===== config.mk =====
export PLATFORM = sky130hd
export DESIGN_NAME = i2s_tone_ctrl
export DESIGN_NICKNAME = d
export VERILOG_FILES = /design/src/rtl/i2s_pkg.sv /design/src/rtl/phase_acc.sv /design/src/rtl/i2s_tone_ctrl.sv
export SDC_FILE = /design/constraint.sdc
export NUM_CORES = 1
export LEC_CHECK = 0
export ABC_AREA = 1
export CORE_MARGIN = 5
export CORE_UTILIZATION = 60
export CTS_BUF_LIST = sky130_fd_sc_hd__clkbuf_16
export CTS_CLUSTER_DIAMETER = 50
export DETAILED_ROUTE_END_ITERATION = 6
export DONT_BUFFER_PORTS = 1
export PLACE_DENSITY = 0.72
export SLEW_MARGIN = 20
export SYNTH_ARGS = -nofsm -noshare
export SYNTH_HDL_FRONTEND = slang
export SYNTH_HIERARCHICAL = 1
export SYNTH_SLANG_ARGS = --single-unit

===== constraint.sdc =====
create_clock -name scki -period 5.7 [get_ports scki]
set_clock_uncertainty 0.15 [all_clocks]
set_input_delay 1.14 -clock scki [delete_from_list [all_inputs] [get_ports scki]]
set_output_delay 1.14 -clock scki [all_outputs]
set_load 0.005 [all_outputs]

===== src/rtl/i2s_pkg.sv =====
// Shared constants and types for the I2S test-tone frame sequencer.
package i2s_pkg;

    typedef enum logic {
        ST_IDLE = 1'b0,
        ST_RUN  = 1'b1
    } state_t;

    localparam int DEF_DATA_W   = 24;
    localparam int DEF_SLOT_W   = 32;
    localparam int DEF_BCK_HALF = 2;
    localparam int DEF_ADDR_W   = 12;
    localparam int DEF_PHASE_W  = 24;

    // Word-select polarity: low marks the left channel slot.
    localparam logic LRCK_LEFT  = 1'b0;
    localparam logic LRCK_RIGHT = 1'b1;

endpackage


===== src/rtl/phase_acc.sv =====
// Phase accumulator that addresses the sine LUT once per stereo frame.
// On a step the LUT address is taken from the current phase and the tuning
// word is snapshotted; the increment is folded in on the following cycle,
// long before the next frame start needs the new phase.
module phase_acc import i2s_pkg::*; #(
    parameter int PHASE_W = DEF_PHASE_W,
    parameter int ADDR_W  = DEF_ADDR_W
) (
    input  logic               scki,
    input  logic               rst,
    input  logic               clear_i,
    input  logic               step_i,
    input  logic [PHASE_W-1:0] tuning_word_i,
    output logic [ADDR_W-1:0]  lut_addr_o
);

    logic [PHASE_W-1:0] phase_q, phase_d;
    logic [PHASE_W-1:0] tw_shadow_q, tw_shadow_d;
    logic [PHASE_W-1:0] phase_now;
    logic               add_q, add_d;
    logic [ADDR_W-1:0]  addr_q, addr_d;

    // Fold any pending increment, then clear or snapshot address and tuning word on a step
    always_comb begin
        phase_now   = add_q ? (phase_q + tw_shadow_q) : phase_q;
        phase_d     = phase_now;
        tw_shadow_d = tw_shadow_q;
        add_d       = 1'b0;
        addr_d      = addr_q;
        if (clear_i) begin
            phase_d = '0;
        end else if (step_i) begin
            addr_d      = phase_now[PHASE_W-1 -: ADDR_W];
            tw_shadow_d = tuning_word_i;
            add_d       = 1'b1;
        end
    end

    // Accumulator, shadow and address registers
    always_ff @(posedge scki or posedge rst) begin
        if (rst) begin
            phase_q     <= '0;
            tw_shadow_q <= '0;
            add_q       <= 1'b0;
            addr_q      <= '0;
        end else begin
            phase_q     <= phase_d;
            tw_shadow_q <= tw_shadow_d;
            add_q       <= add_d;
            addr_q      <= addr_d;
        end
    end

    assign lut_addr_o = addr_q;

endmodule


===== src/rtl/i2s_tone_ctrl.sv =====
// I2S test-tone frame sequencer: bit/word clocks, per-frame LUT addressing,
// sample capture and MSB-first serialisation of the same sample into both slots.
module i2s_tone_ctrl import i2s_pkg::*; #(
    parameter int DATA_W   = DEF_DATA_W,
    parameter int SLOT_W   = DEF_SLOT_W,
    parameter int BCK_HALF = DEF_BCK_HALF,
    parameter int ADDR_W   = DEF_ADDR_W,
    parameter int PHASE_W  = DEF_PHASE_W
) (
    input  logic               scki,
    input  logic               rst,
    input  logic               en,
    input  logic [PHASE_W-1:0] tuning_word,
    input  logic [DATA_W-1:0]  sample_in,
    output logic [ADDR_W-1:0]  lut_addr,
    output logic               bck,
    output logic               lrck,
    output logic               sdata,
    output logic               frame_strobe,
    output logic               busy
);

    localparam int DIV_W = $clog2(BCK_HALF);
    localparam int BIT_W = $clog2(SLOT_W);

    localparam logic [DIV_W-1:0] DIV_LAST  = DIV_W'(BCK_HALF - 1);
    localparam logic [DIV_W-1:0] DIV_ONE   = DIV_W'(1);
    localparam logic [BIT_W-1:0] BIT_LAST  = BIT_W'(SLOT_W - 1);
    localparam logic [BIT_W-1:0] BIT_ONE   = BIT_W'(1);
    localparam logic [BIT_W-1:0] DATA_LAST = BIT_W'(DATA_W);

    state_t             state_q, state_d;
    logic               bck_q, bck_d;
    logic [DIV_W-1:0]   div_q, div_d;
    logic [BIT_W-1:0]   bit_q, bit_d;
    logic               slot_q, slot_d;
    logic               lrck_q, lrck_d;
    logic               sdata_q, sdata_d;
    logic [DATA_W-1:0]  shift_q, shift_d;
    logic [DATA_W-1:0]  hold_q, hold_d;
    logic               strobe_q, strobe_d;
    logic               cap_q, cap_d;
    logic               phase_step;
    logic               phase_clear;

    phase_acc #(
        .PHASE_W (PHASE_W),
        .ADDR_W  (ADDR_W)
    ) u_phase_acc (
        .scki          (scki),
        .rst           (rst),
        .clear_i       (phase_clear),
        .step_i        (phase_step),
        .tuning_word_i (tuning_word),
        .lut_addr_o    (lut_addr)
    );

    // Next state: bit-clock divider, slot/bit sequencing, frame start and stop decision
    always_comb begin
        state_d     = state_q;
        bck_d       = bck_q;
        div_d       = div_q;
        bit_d       = bit_q;
        slot_d      = slot_q;
        lrck_d      = lrck_q;
        sdata_d     = sdata_q;
        shift_d     = shift_q;
        hold_d      = hold_q;
        strobe_d    = 1'b0;
        cap_d       = strobe_q;
        phase_step  = 1'b0;
        phase_clear = 1'b0;

        if (cap_q) begin
            hold_d = sample_in;
        end

        unique case (state_q)
            ST_IDLE: begin
                bck_d   = 1'b0;
                lrck_d  = LRCK_RIGHT;
                sdata_d = 1'b0;
                if (en) begin
                    state_d     = ST_RUN;
                    bck_d       = 1'b1;
                    div_d       = '0;
                    bit_d       = '0;
                    slot_d      = 1'b0;
                    phase_clear = 1'b1;
                end
            end
            ST_RUN: begin
                if (div_q != DIV_LAST) begin
                    div_d = div_q + DIV_ONE;
                end else begin
                    div_d = '0;
                    if (!bck_q) begin
                        bck_d = 1'b1;
                    end else if (bit_q == '0 && !slot_q && !en) begin
                        state_d = ST_IDLE;
                        bck_d   = 1'b0;
                        lrck_d  = LRCK_RIGHT;
                        sdata_d = 1'b0;
                    end else begin
                        bck_d = 1'b0;
                        bit_d = (bit_q == BIT_LAST) ? '0 : bit_q + BIT_ONE;
                        if (bit_q == BIT_LAST) begin
                            slot_d = ~slot_q;
                        end
                        if (bit_q == '0) begin
                            lrck_d  = slot_q ? LRCK_RIGHT : LRCK_LEFT;
                            sdata_d = 1'b0;
                            if (!slot_q) begin
                                phase_step = 1'b1;
                                strobe_d   = 1'b1;
                            end
                        end else if (bit_q == BIT_ONE) begin
                            sdata_d = hold_q[DATA_W-1];
                            shift_d = hold_q << 1;
                        end else if (bit_q <= DATA_LAST) begin
                            sdata_d = shift_q[DATA_W-1];
                            shift_d = shift_q << 1;
                        end else begin
                            sdata_d = 1'b0;
                        end
                    end
                end
            end
            default: state_d = ST_IDLE;
        endcase
    end

    // State and output registers; reset lands everything in IDLE with the idle line levels
    always_ff @(posedge scki or posedge rst) begin
        if (rst) begin
            state_q  <= ST_IDLE;
            bck_q    <= 1'b0;
            div_q    <= '0;
            bit_q    <= '0;
            slot_q   <= 1'b0;
            lrck_q   <= LRCK_RIGHT;
            sdata_q  <= 1'b0;
            shift_q  <= '0;
            hold_q   <= '0;
            strobe_q <= 1'b0;
            cap_q    <= 1'b0;
        end else begin
            state_q  <= state_d;
            bck_q    <= bck_d;
            div_q    <= div_d;
            bit_q    <= bit_d;
            slot_q   <= slot_d;
            lrck_q   <= lrck_d;
            sdata_q  <= sdata_d;
            shift_q  <= shift_d;
            hold_q   <= hold_d;
            strobe_q <= strobe_d;
            cap_q    <= cap_d;
        end
    end

    assign bck          = bck_q;
    assign lrck         = lrck_q;
    assign sdata        = sdata_q;
    assign frame_strobe = strobe_q;
    assign busy         = (state_q == ST_RUN);

endmodule

# ---- Word-level counts from Yosys, hierarchy flattened
# Index checks and enable logic that the tools add are counted.
dict set report classes {
  n_addsub 3
  n_lt_le_gt_ge 1
  eq_ne 8
  mux 48
  n_bitwise 5
  reduce_logical 13
}
# op n
set op_table {}
lappend op_table {{$mux 24} 4}
lappend op_table {{$mux 1} 32}
lappend op_table {{$mux 5} 5}
lappend op_table {{$add 24x24->24} 1}
lappend op_table {{$pmux 1 s2} 6}
lappend op_table {{$pmux 5 s2} 1}
lappend op_table {{$ne 2x1->1 const B} 3}
lappend op_table {{$reduce_and 6->1} 1}
lappend op_table {{$add 5x1->5 const B} 1}
lappend op_table {{$eq 5x1->1 const B} 1}
lappend op_table {{$eq 5x5->1 const B} 1}
lappend op_table {{$le 5x5->1 const B} 1}
lappend op_table {{$logic_not 5->1} 1}
lappend op_table {{$not 1->1} 5}
lappend op_table {{$reduce_and 5->1} 1}
lappend op_table {{$ne 2x2->1 const B} 2}
lappend op_table {{$reduce_and 2->1} 2}
lappend op_table {{$reduce_and 4->1} 1}
lappend op_table {{$reduce_bool 2->1} 2}
lappend op_table {{$ne 3x1->1 const B} 1}
lappend op_table {{$reduce_and 3->1} 1}
lappend op_table {{$logic_and 1x1->1} 2}
lappend op_table {{$logic_not 1->1} 2}
lappend op_table {{$add 1x1->1 const B} 1}
dict set report word_totals {
  regBits 122
  in_bits 51
  output_inout_bits 17
  word_cells 94
}

# ---- Depth between registers and ports, before layout
dict set report depth {
  depth_word 9
  mapped_depth 13
  mapped_depth_nobuf 13
}

# ---- Modules after synthesis
# Netlist, hierarchy kept.
# mod instances cells_each area_per_inst_um2 seq_area_each_um2
set modules_own_cells {}
lappend modules_own_cells {phase_acc 1 614 4115.2 1526.5}
lappend modules_own_cells {i2s_tone_ctrl 1 343 2772.7 1502.7}

# ---- Least setup slack after synthesis
# No wires, ideal clock.
dict set report synth_path {
  path_kind {input to register}
  start {input en}
  end {register u_phase_acc.tw_shadow_q[12]}
  setup_ns 0.065
  arrival_time_ns 2.121
  required_ns 5.485
  setup_slack_ns 3.364
  stages 7
  n_path_buf 1
  path_cell_list {inv_1 -> nor4_1 -> nand2_1 -> clkinv_1 -> clkbuf_1 -> nand2_1 -> nand2_1}
}
dict set report synth_between {
  elab_chain_cells 7
  elab_cells_between_ends 10
  classes_between {mux (6); bitwise (1); reduce/logical (3)}
}
# item line
set synth_lines {}
lappend synth_lines {{from (decl)} i2s_tone_ctrl.sv:12} ;# input logic en,
lappend synth_lines {{$logic_not 1->1} i2s_tone_ctrl.sv:99} ;# end else if (bit_q == '0 && !slot_q && !en) begin
lappend synth_lines {{$logic_and 1x1->1} i2s_tone_ctrl.sv:99}
lappend synth_lines {{$mux 1} i2s_tone_ctrl.sv:99}
lappend synth_lines {{$mux 1} i2s_tone_ctrl.sv:97} ;# if (!bck_q) begin
lappend synth_lines {{$mux 1} i2s_tone_ctrl.sv:93} ;# if (div_q != DIV_LAST) begin
lappend synth_lines {{$mux 1} i2s_tone_ctrl.sv:78} ;# unique case (state_q)
lappend synth_lines {{via phase_step} i2s_tone_ctrl.sv:43} ;# logic phase_step;
lappend synth_lines {{$reduce_and 2->1 (no line)} n/a}
lappend synth_lines {{to (signal assigned)} phase_acc.sv:48} ;# tw_shadow_q <= tw_shadow_d;
lappend synth_lines {{to (decl)} phase_acc.sv:18} ;# logic [PHASE_W-1:0] tw_shadow_q, tw_shadow_d;
# The timed path passes the listed nets, and every way through them passes these cells.
# A chain may end at the register's enable or synchronous reset.

# ---- Final worst setup path
dict set report layout_path {
  start {input en}
  end {register u_phase_acc.addr_q[11] (netlist: u_phase_acc/lut_addr_o[11])}
}
dict set report layout_between {
  elab_cells_between_ends 10
  classes_between {mux (6); bitwise (1); reduce/logical (3)}
}
# item line
set layout_rtl {}
lappend layout_rtl {{$mux 1} i2s_tone_ctrl.sv:83} ;# if (en) begin
lappend layout_rtl {{$mux 1} i2s_tone_ctrl.sv:78}
lappend layout_rtl {{via phase_clear} i2s_tone_ctrl.sv:44} ;# logic phase_clear;
lappend layout_rtl {{$not 1->1 (no line)} n/a}
lappend layout_rtl {{$reduce_and 2->1 (no line)} n/a}
lappend layout_rtl {{to (signal assigned)} phase_acc.sv:50} ;# addr_q <= addr_d;
lappend layout_rtl {{to (decl)} phase_acc.sv:21} ;# logic [ADDR_W-1:0] addr_q, addr_d;
# The timed path passes the listed nets, and every way through them passes these cells.

==> insert_results.sql <==
INSERT INTO impl_metrics (metric_group, metric, value, unit) VALUES
('pwr', 'pwr-share-seq', '0.342', ''),
('global_routing', 'overall_overflow_remaining_after_global_route', '0', ''),
('outcome', 'status', 'complete, no violations', ''),
('sta', 'slew_violations', '0', ''),
('routing', 'drt_pass1_iterations', '5', ''),
('floorplan', 'placementRows', '39', ''),
('synth', 'ys_seq_elements', '121', ''),
('global_routing', 'grt_start_max_net_pins', '62', ''),
('synth', 'netlist_top_cells_area', 'sky130_fd_sc_hd__dfrtp_1 44%, sky130_fd_sc_hd__nand2_1 23%, sky130_fd_sc_hd__inv_1 6.6%', ''),
('sta', 'final_min_period_over_clock_period', '0.485', ''),
('synth', 'seq_area_frac_synth', '0.440', ''),
('finish', 'multi_input_comb_area', '0.00324', 'mm^2'),
('synth', 'synthesis.yosys.warnings', '6', ''),
('pwr', 'internal-power', '2500', 'uW'),
('setup_path', 'worst_setup_path_start_kind', 'input port', ''),
('clock_tree', 'cts_root_buffer', 'sky130_fd_sc_hd__clkbuf_16', ''),
('routing', 'drcViolationCount', '0', ''),
('floorplan', 'dieHeight', '117', 'um'),
('placed_design', 'place.detailed.hpwl', '10900', 'um'),
('pwr', 'irDropWorstVdd', '344', 'uV'),
('synth', 'synth_fp_nets', '1036', ''),
('clock_tree', 'cts_buffers', '17', ''),
('finish', 'fillers', '990', ''),
('sta', 'timing.fmax', '362', 'MHz'),
('clock_tree', 'worstSkewPairLatency', '0.42', 'ns'),
('finish', 'layout-drive-gt1-share', '0.0869', ''),
('sta', 'period_needed', '2.76', 'ns'),
('hold_path', 'holdCritStartpoint', 'shift_q[10]$_DFFE_PP0P_', ''),
('pwr', 'static-leakage-power', '0.00413', 'uW'),
('setup_path', 'r2r_start', 'bit_q[0]$_DFFE_PP0P_', ''),
('floorplan', 'start_util', '0.608', ''),
('floorplan', 'ports_placed_on_the_boundary', '68', ''),
('pwr', 'clock_power_share', '0.226', ''),
('floorplan', 'design.die.area', '0.0137', 'mm^2'),
('routing', 'detailroute.via_count', '5736', ''),
('floorplan', 'die_w', '117', 'um'),
('synth', 'synthesis.area', '0.00689', 'mm^2'),
('sta', 'hold_ws', '0.325', 'ns'),
('clock_tree', 'cts.sink_count', '121', ''),
('sta', 'timing.max_slew.rel_slack', '0.315', ''),
('clock_tree', 'cts_max_level', '4', ''),
('setup_path', 'cp.arrival', '2.90', 'ns'),
('finish', 'final_net_count', '1033', ''),
('clock_tree', 'cts_tree', 'done', ''),
('pwr', 'power.share.combinational', '0.432', ''),
('synth', 'post-synth-top-area-fraction', '0.436', ''),
('clock_tree', 'cts_repair_resize_count', '0', ''),
('placed_design', 'numPlacedInstances', '1078', ''),
('global_routing', 'antenna_found_initial', '0', ''),
('finish', 'area_delta_synth_final', '9.06', '%'),
('job', 'cap_violations', '0', ''),
('finish', 'seqCellArea', '0.00303', 'mm^2'),
('global_routing', 'grt_pass1_wl', '25500', 'um'),
('routing', 'first_iter_violations', '467', ''),
('finish', 'mostFrequentLayoutCell', 'sky130_fd_sc_hd__nand2_1', ''),
('routing', 'via_per_inst', '5.17', ''),
('routing', 'detail-route-antenna-nets', '0', ''),
('synth', 'library_cell_with_the_largest_summed_area_after_synthesis', 'sky130_fd_sc_hd__dfrtp_1', ''),
('pwr', 'net-switching-power', '1880', 'uW'),
('setup_path', 'cp.required', '5.84', 'ns'),
('sta', 'setup-violations-final', '0', ''),
('synth', 'post_synth_num_cell_types', '38', ''),
('finish', 'fin_cells', '1110', ''),
('placed_design', 'portBuffers', '0', ''),
('sta', 'finalHoldViolations', '0', ''),
('setup_path', 'ff2ff_setup_slack', '3.08', 'ns'),
('sta', 'postLayoutSetupSlackWorst', '2.94', 'ns'),
('placed_design', 'place_worst_setup_slack', '2.51', 'ns'),
('finish', 'num_antenna_cells', '0', ''),
('setup_path', 'critPathCaptureType', 'register', ''),
('pwr', 'power.share.switching', '0.429', '');
==> area by class of cell <==
| class | count | area share |
|---|---|---|
| clock inverter | 15 | 0.0167 |
| clock buffer | 17 | 0.0566 |
| timing repair buffer | 5 | 0.00500 |
| inverter | 126 | 0.0633 |
| tap | 143 | 0.0238 |
| sequential | 121 | 0.403 |
| multi-input combinational | 683 | 0.431 |
==> logic make-up (layout without fill, tap and decap cells) <==
| logic type | Yosys count | in the layout | synth area share |
|---|---|---|---|
| simple gates | 568 | 568 | 0.349 |
| buf+inv | 153 | 163 | 0.0899 |
| flops | 121 | 121 | 0.440 |
| compound gates | 86 | 86 | 0.0679 |
| fa+ha+maj | 28 | 28 | 0.0520 |
| xor+xnor | 1 | 1 | 0.00127 |
==> routing by layer <==
layer  vias to the layer above  GRT usage  part of all wire
met5                         -          0                 0
met4                         0     0.0963             0.018
met3                        19     0.0622             0.046
met2                       119      0.404              0.49
met1                      2644      0.286              0.45
li1                       2954          -                 -
==> power by group through the flow <==
| stage | clock network [uW] | logic (uW) | registers, uW |
|---|---|---|---|
| global route | 1050 | 2200 | 1550 |
| floorplan | 0 | 1590 | 1410 |
| global placement | 0 | 1810 | 1500 |
| detailed placement | 0 | 1880 | 1510 |
| CTS | 1010 | 1890 | 1500 |
| finish | 990 | 1890 | 1500 |
==> sequential cells by signal (all words and copies together), names as in the netlist, 5 cells and up <==
signal and flops:
shift_q 23, u_phase_acc/phase_q 24, u_phase_acc/tw_shadow_q 24, bit_q 5, u_phase_acc/lut_addr_o 12, hold_q 24
==> worst paths after layout <==
check | cells after the start | endpoint
max in group asynchronous | 2 | cap_q$_DFF_PP0_
worst min register to register | 2 | shift_q[10]$_DFFE_PP0P_
worst max-delay path | 8 | u_phase_acc/lut_addr_o[11]$_DFFE_PP0P_
min in group asynchronous | 2 | div_q$_DFFE_PP0P_
worst max register to register | 10 | u_phase_acc/lut_addr_o[11]$_DFFE_PP0P_
worst min-delay path | 2 | shift_q[10]$_DFFE_PP0P_
==> synth_stat cells (7+ instances only) <==
master / count
sky130_fd_sc_hd__a21oi_1: 14
sky130_fd_sc_hd__buf_2: 10
sky130_fd_sc_hd__clkbuf_1: 11
sky130_fd_sc_hd__dfrtp_1: 120
sky130_fd_sc_hd__ha_1: 27
sky130_fd_sc_hd__inv_1: 121
sky130_fd_sc_hd__nand2_1: 413
sky130_fd_sc_hd__nand3_1: 46
sky130_fd_sc_hd__nand3_2: 7
sky130_fd_sc_hd__nand4_1: 9
sky130_fd_sc_hd__nor2_1: 49
sky130_fd_sc_hd__o21ai_0: 54
sky130_fd_sc_hd__o21ai_1: 9
sky130_fd_sc_hd__or2_2: 15
==> critical path, stage by stage <==
cell and delay [ns]:
sky130_fd_sc_hd__inv_1 0.04, sky130_fd_sc_hd__nor2_1 0.09, sky130_fd_sc_hd__buf_4 0.21, sky130_fd_sc_hd__inv_1 0.08, sky130_fd_sc_hd__nand2_1 0.08, sky130_fd_sc_hd__clkinv_1 0.79, sky130_fd_sc_hd__nand3_1 0.37, sky130_fd_sc_hd__nand2_1 0.09
==> through the flow <==
stage | power [uW] | utilization | cell area, um^2
2_1_floorplan | 3000 | - | 6890
3_3_place_gp | 3310 | 0.615 | 6960
3_5_place_dp | 3390 | 0.615 | 6960
4_1_cts | 4400 | 0.664 | 7510
5_1_grt | 4800 | 0.664 | 7510
6_report | 4380 | 0.664 | 7510
(Power assumes the default switching activity.)
